--- config.mk ---
export PLATFORM = sky130hd
export DESIGN_NAME = lc3b_mem_arbiter
export DESIGN_NICKNAME = d
export VERILOG_FILES = /design/src/rtl/lc3b_mem_arbiter.sv
export SDC_FILE = /design/constraint.sdc
export NUM_CORES = 1
export LEC_CHECK = 0
export CAP_MARGIN = 10
export CORE_AREA = 5 5 266 268
export CTS_CLUSTER_SIZE = 10
export DETAILED_ROUTE_END_ITERATION = 10
export DIE_AREA = 0 0 271 273
export SLEW_MARGIN = 20
export SYNTH_ARGS = -nofsm -noshare
export SYNTH_HDL_FRONTEND = slang
export SYNTH_SLANG_ARGS = --single-unit
--- constraint.sdc ---
create_clock -name clk -period 2.1 [get_ports clk]
set_clock_uncertainty 0.05 [all_clocks]
set_input_delay 0.42 -clock clk [delete_from_list [all_inputs] [get_ports clk]]
set_output_delay 0.42 -clock clk [all_outputs]
set_load 0.02 [all_outputs]
--- src/rtl/lc3b_mem_arbiter.sv ---
// Round-robin arbiter sharing one physical memory port between the I-cache
// miss path and the D-cache miss/writeback path of the LC-3b pipeline.
module lc3b_mem_arbiter #(
    parameter int ADDR_WIDTH = 16,
    parameter int LINE_WIDTH = 128
) (
    input  logic                  clk,
    input  logic                  rst_n,
    input  logic                  icache_read,
    input  logic [ADDR_WIDTH-1:0] icache_address,
    output logic [LINE_WIDTH-1:0] icache_rdata,
    output logic                  icache_resp,
    input  logic                  dcache_read,
    input  logic                  dcache_write,
    input  logic [ADDR_WIDTH-1:0] dcache_address,
    input  logic [LINE_WIDTH-1:0] dcache_wdata,
    output logic [LINE_WIDTH-1:0] dcache_rdata,
    output logic                  dcache_resp,
    output logic                  pmem_read,
    output logic                  pmem_write,
    output logic [ADDR_WIDTH-1:0] pmem_address,
    output logic [LINE_WIDTH-1:0] pmem_wdata,
    input  logic [LINE_WIDTH-1:0] pmem_rdata,
    input  logic                  pmem_resp,
    output logic                  busy,
    output logic                  owner_d,
    output logic                  proto_err
);

    typedef enum logic [1:0] {
        ST_IDLE    = 2'd0,
        ST_SERVE_I = 2'd1,
        ST_SERVE_D = 2'd2,
        ST_TURN    = 2'd3
    } state_t;

    state_t                  state_r;
    state_t                  state_next_s;
    logic                    req_i_s;
    logic                    req_d_s;
    logic                    grant_i_s;
    logic                    grant_d_s;
    logic                    last_d_r;
    logic                    pmem_read_r;
    logic                    pmem_write_r;
    logic [ADDR_WIDTH-1:0]   pmem_address_r;
    logic [LINE_WIDTH-1:0]   pmem_wdata_r;
    logic                    busy_r;
    logic                    proto_err_r;

    assign req_i_s = icache_read;
    assign req_d_s = dcache_read | dcache_write;

    // Next-state and grant decode; on a conflict the side not served last wins.
    always_comb begin
        state_next_s = state_r;
        grant_i_s    = 1'b0;
        grant_d_s    = 1'b0;
        case (state_r)
            ST_IDLE: begin
                if (req_i_s && req_d_s) begin
                    if (last_d_r) begin
                        grant_i_s = 1'b1;
                    end else begin
                        grant_d_s = 1'b1;
                    end
                end else if (req_i_s) begin
                    grant_i_s = 1'b1;
                end else if (req_d_s) begin
                    grant_d_s = 1'b1;
                end else begin
                    grant_i_s = 1'b0;
                end
                if (grant_i_s) begin
                    state_next_s = ST_SERVE_I;
                end else if (grant_d_s) begin
                    state_next_s = ST_SERVE_D;
                end else begin
                    state_next_s = ST_IDLE;
                end
            end
            ST_SERVE_I, ST_SERVE_D: begin
                if (pmem_resp) begin
                    state_next_s = ST_TURN;
                end else begin
                    state_next_s = state_r;
                end
            end
            ST_TURN: begin
                state_next_s = ST_IDLE;
            end
            default: begin
                state_next_s = ST_IDLE;
            end
        endcase
    end

    // State register; reset abandons any in-flight memory transaction.
    always_ff @(posedge clk or negedge rst_n) begin
        if (!rst_n) begin
            state_r <= ST_IDLE;
        end else begin
            state_r <= state_next_s;
        end
    end

    // Memory-port request registers, ownership history and error flag.
    always_ff @(posedge clk or negedge rst_n) begin
        if (!rst_n) begin
            pmem_read_r    <= 1'b0;
            pmem_write_r   <= 1'b0;
            pmem_address_r <= {ADDR_WIDTH{1'b0}};
            pmem_wdata_r   <= {LINE_WIDTH{1'b0}};
            last_d_r       <= 1'b0;
            busy_r         <= 1'b0;
            proto_err_r    <= 1'b0;
        end else begin
            busy_r <= (state_next_s != ST_IDLE);
            if (grant_i_s) begin
                pmem_address_r <= icache_address;
                pmem_read_r    <= 1'b1;
                pmem_write_r   <= 1'b0;
                last_d_r       <= 1'b0;
            end else if (grant_d_s) begin
                // Read+write together is a client bug; the writeback wins so dirty data is not lost.
                pmem_address_r <= dcache_address;
                pmem_wdata_r   <= dcache_wdata;
                pmem_read_r    <= ~dcache_write;
                pmem_write_r   <= dcache_write;
                last_d_r       <= 1'b1;
                proto_err_r    <= proto_err_r | (dcache_read & dcache_write);
            end else if (((state_r == ST_SERVE_I) || (state_r == ST_SERVE_D)) && pmem_resp) begin
                pmem_read_r  <= 1'b0;
                pmem_write_r <= 1'b0;
            end else begin
                pmem_read_r  <= pmem_read_r;
                pmem_write_r <= pmem_write_r;
            end
        end
    end

    assign icache_resp  = (state_r == ST_SERVE_I) & pmem_resp;
    assign dcache_resp  = (state_r == ST_SERVE_D) & pmem_resp;
    assign icache_rdata = pmem_rdata;
    assign dcache_rdata = pmem_rdata;

    assign pmem_read    = pmem_read_r;
    assign pmem_write   = pmem_write_r;
    assign pmem_address = pmem_address_r;
    assign pmem_wdata   = pmem_wdata_r;
    assign busy         = busy_r;
    assign owner_d      = last_d_r;
    assign proto_err    = proto_err_r;

endmodule
Yosys cells after proc, flatten, opt, wreduce, memory -nomap -nowiden
Index checks and enable logic that the tools add are counted.
{ "totals": {"reg_bits": 151, "output_inout_bits": 407, "input_bits": 294} }
{ "classes": {"reduce_logical": 9, "bitwise": 7, "n_eq_ne": 3, "mux": 24} }
{ "op_table": {"columns": ["operator", "n"], "rows": [
  ["$mux W16", 2],
  ["$mux W1", 18],
  ["$mux W2", 3],
  ["$pmux W2 S3", 1],
  ["$eq A2 B2 Y1 const B", 2],
  ["$reduce_bool A2 Y1", 2],
  ["$and A1 B1 Y1", 3],
  ["$reduce_bool A3 Y1", 1],
  ["$eq A2 B1 Y1 const B", 1],
  ["$logic_and A1 B1 Y1", 2],
  ["$logic_not A2 Y1", 1],
  ["$not A1 Y1", 2],
  ["$or A1 B1 Y1", 2],
  ["$reduce_and A2 Y1", 1],
  ["$reduce_or A2 Y1", 1],
  ["$logic_or A1 B1 Y1", 1]
]} }

Longest topological paths before layout
{ "depth": {"word_depth": 9, "ltp_mapped": 6, "ltp_nobuf": 5} }

Worst setup path before layout
Ideal clock, no wire load.
{ "synth_timing": {"path_type": "register to register", "startpoint": "register state_r[0]", "endpoint": "register pmem_wdata_r[116] (netlist: pmem_wdata[116])", "path_slack_ns": 0.442, "t_required_ns": 1.923, "t_arrival_ns": 1.481, "setup_ns": 0.127, "stages_incl_launch_ff": 7, "path_buffers": 2, "path_cell_list": "dfrtp_1 > inv_1 > ha_1 > and2_4 > buf_8 > buf_6 > mux2_1"} }
{ "synth_between": {"elab_chain_cells": 4, "elab_cells_between_ends": 5, "cone_classes": "mux (2); bitwise (1); reduce/logical (2)"} }
{ "synth_rtl": {"columns": ["item", "line", "rtl"], "rows": [
  ["start: declaration", "37", "state_t state_r;"],
  ["start signal: assignment", "103", "state_r <= state_next_s;"],
  ["$logic_not A2 Y1 *", "59", "case (state_r)"],
  ["$mux W1", "59", null],
  ["$not A1 Y1 (no source line)", null, null],
  ["$reduce_and A2 Y1 (no source line) *", null, null],
  ["end signal: assignment", "113", "pmem_wdata_r <= {LINE_WIDTH{1'b0}};"],
  ["end signal: assignment", "127", "pmem_wdata_r <= dcache_wdata;"],
  ["end: declaration", "47", "logic [LINE_WIDTH-1:0] pmem_wdata_r;"]
]} }
Every way passes the cells marked *; elsewhere a longest branch is shown, timed or not.
A chain may end at the register's enable or synchronous reset.

Worst setup path after layout
{ "layout_timing": {"startpoint": "register pmem_wdata_r[12] (netlist: pmem_wdata[12])", "endpoint": "output port pmem_wdata[12]"} }
{ "layout_rtl": {"columns": ["item", "line", "rtl"], "rows": [
  ["end: declaration", "22", "output logic [LINE_WIDTH-1:0] pmem_wdata,"]
]} }
No word-level cell between the ends.

==> results.rst <==
.. list-table::
   :header-rows: 1

   * - Metric
     - Value
   * - Crit Path Max Fanout
     - 2
   * - Critical Path Slowest Stage Cell
     - clkdlybuf4s50_1
   * - Die boundary height
     - 273 um
   * - Core Box Area
     - between 60000 and 70000 um^2
   * - Family of cells with the greatest summed delay on the critical path
     - buffers and inverters
   * - Iteration count of the initial detailed-routing pass
     - 6
   * - RSZ-0062 raised after global routing
     - false
   * - Sequential fraction of the synthesis area
     - 0.479
   * - Fraction of layout cells with a size suffix above 1
     - 0.276
   * - Worst hold slack after final layout
     - 342 ps
   * - Root buf cell
     - clkbuf_16
   * - Endpoint required time on the critical path
     - roughly 1600 ps
   * - Antenna diode count
     - 0
   * - R2R setup slack
     - 140 ps
   * - Area enclosed by the die boundary
     - between 70000 and 80000 um^2
   * - Max clock buf depth
     - 2
   * - Number of nets at the end of the flow
     - 991
   * - Actual slew at the worst max-slew pin
     - roughly 350 ps
   * - Status
     - complete, no violations
   * - Total gr overflow
     - 0
   * - Yosys synthesis warning count
     - 0
   * - Number of global-route vias before repair
     - around 5.3k
   * - Num ports
     - 701
   * - Number of unique standard cell types used by synthesis
     - 26
   * - Placed cells
     - 1555
   * - GRT Total Usage
     - 0.0584
   * - Maximum number of pins on one net before global-route repair
     - 58
   * - Routability congestion estimate from global placement
     - around 0.73
   * - Final Slew Violations
     - 0
   * - Final ANT Viol Nets
     - 0
   * - Leakage power
     - ~4.1 nW
   * - Die boundary width
     - 271 um
   * - Hold crit path type
     - input port to asynchronous set/reset pin
   * - Worst slew margin
     - 0.766
   * - Final core utilization
     - 0.158
   * - CTS H-tree lvls
     - 4
   * - First-pass GRT wire length
     - roughly 32 mm
   * - Non-Filler Instances
     - 1588
   * - Most frequent standard cell in the layout excluding fill and tap cells
     - clkdlybuf4s50_1
   * - Via count
     - between 4k and 5k
   * - Initial core utilization
     - 0.116
   * - Arrival time at the worst endpoint
     - 1500 ps
   * - Number of antenna violations at the first check in global routing
     - 2
   * - Wire length per cell
     - 13.6 um
   * - Core Rows
     - 96
   * - Minimum period implied by the final worst setup slack
     - 1970 ps
   * - Element type at the critical path start
     - flop
   * - Cell area after synthesis
     - 7890 um^2
   * - Highest-count cells in the layout ignoring fill and taps
     - clkdlybuf4s50_1, dfrtp_1, mux2_2
   * - Via density
     - approximately 2.9
   * - CP Buf/Inv Count
     - 1
   * - Synth Register Bits
     - approximately 150
   * - Number of clock sinks
     - ~150
   * - # setup viols final
     - 0
   * - Worst setup EP type
     - primary output
   * - Cell-by-cell listing of the critical path
     - clkdlybuf4s50_1
   * - Setup WS pre-CTS
     - -120 ps
   * - Number of max-cap violations
     - 0
   * - Total Power Consumption
     - 0.0166 W
   * - Worst setup path class
     - flop to primary output
   * - Final worst setup slack
     - 130 ps
   * - Synth-to-Final Area Change
     - 36.2%
   * - Dpl hpwl
     - between 15 and 20 mm
   * - Number of buffers added by the clock tree synthesis step
     - 17
   * - Average cell area after synthesis
     - 12.7 um^2
   * - Syn Nets
     - 917
   * - Pwr per Cell Area
     - approximately 1500 nW/um^2
   * - Maximum resistive drop on vdd
     - 0.000724 V
   * - Worst stage delay on the critical path
     - 630 ps
   * - Total routed wirelength
     - 21.5 mm
   * - DR iter-0 viols
     - 85
   * - Top achievable clock speed
     - 508 MHz
   * - Period utilization
     - 0.938
   * - Quantity of I/O buffers inserted on ports
     - 316
   * - Number of cells produced by synthesis
     - 619
   * - Worst-Skew Late Latency
     - approximately 470 ps
   * - TritonCTS clock tree
     - done
   * - Clock input transition at the sequential cells of the worst setup and hold paths
     - 70 ps
   * - Post-route DRC violation count
     - 0
   * - Number of hold-slack violations in the final timing report
     - 0
==> registers in the layout (all words and copies together), names as in the netlist <==
| name | flops |
|---|---|
| owner_d | 1 |
| busy | 1 |
| pmem_write | 1 |
| pmem_address | 16 |
| pmem_wdata | 128 |
| proto_err | 1 |
| pmem_read | 1 |
| state_r | 2 |
==> report_power, final <==
group	total, W	internal, W	switching (W)
registers	0.00519	0.00441	0.000782
logic	0.00839	0.00454	0.00384
clock network	0.00303	0.00154	0.00149
total	0.0166	0.0105	0.00611
==> cells in the mapped netlist, drive strengths merged <==
library cell,n,area [um^2]
a211o,1,8.76
nand3,1,5.00
o21ai,7,35.0
mux2,128,1440
o211a,1,10.0
nor2,1,3.75
a31o,1,8.76
a221o,16,171
and2,19,141
buf,274,2150
dfrtp,151,3780
nand2,3,11.3
o211ai,1,7.51
a221oi,1,8.76
clkbuf,1,3.75
o31ai,3,22.5
a2bb2oi,1,15.0
ha,4,50.1
inv,5,18.8
==> metal layers <==
layer	routed length, um	global-route usage	vias up
met1	7010	0.0501	2180
met4	1310	0.0427	2
met3	3190	0.0465	85
met2	10000	0.0913	347
met5	13	0	-
li1	-	-	1973
==> logic make-up after synthesis <==
group           Yosys count  synth area share
simple gates             24            0.0205
flops                   151             0.479
buf+inv                 280             0.275
mux                     128             0.183
compound gates           32            0.0365
fa+ha+maj                 4           0.00634
==> through the flow <==
step / setup TNS (ps) / area (um^2)
after detailed placement: -9520 / 10200
after global placement: -8580 / 10200
after global routing: 0 / 10700
final: 0 / 10700
after CTS: 0 / 10800
after floorplan: 0 / 7890
==> area by class of cell <==
cell class	instances	area, um^2
Timing Repair Buffer	330	3350
Clock inverter	14	118
Clock buffer	18	429
Tap cell	882	1100
Sequential cell	151	3780
Multi-Input combinational cell	188	1950
Fill cell	7472	57400
Inverter	5	18.8
==> worst paths after layout <==
| path | cells past startpoint | startpoint | to |
|---|---|---|---|
| setup / recovery | 1 | pmem_wdata[12]$_DFFE_PN0P_ | pmem_wdata[12] |
| hold / removal | 2 | rst_n | pmem_wdata[51]$_DFFE_PN0P_ |
| setup reg to reg | 5 | state_r[0]$_DFF_PN0_ | pmem_wdata[106]$_DFFE_PN0P_ |
| hold reg to reg | 1 | proto_err$_DFFE_PN0P_ | proto_err$_DFFE_PN0P_ |
| max in group asynchronous | 3 | rst_n | pmem_wdata[3]$_DFFE_PN0P_ |
| min in group clk | 1 | proto_err$_DFFE_PN0P_ | proto_err$_DFFE_PN0P_ |
==> what timing repair did <==
item | 4_1_cts | 5_1_grt
buffers inserted | 0 | 0
endpoints found under the setup margin | 6 | 2
gates cloned | 0 | 0
resized for setup | 10 | 2
hold buffers | 1 | 0
pin swaps | 0 | 0
endpoints found under the hold margin | 24 | 0
Power figures use the tool's default switching activity.
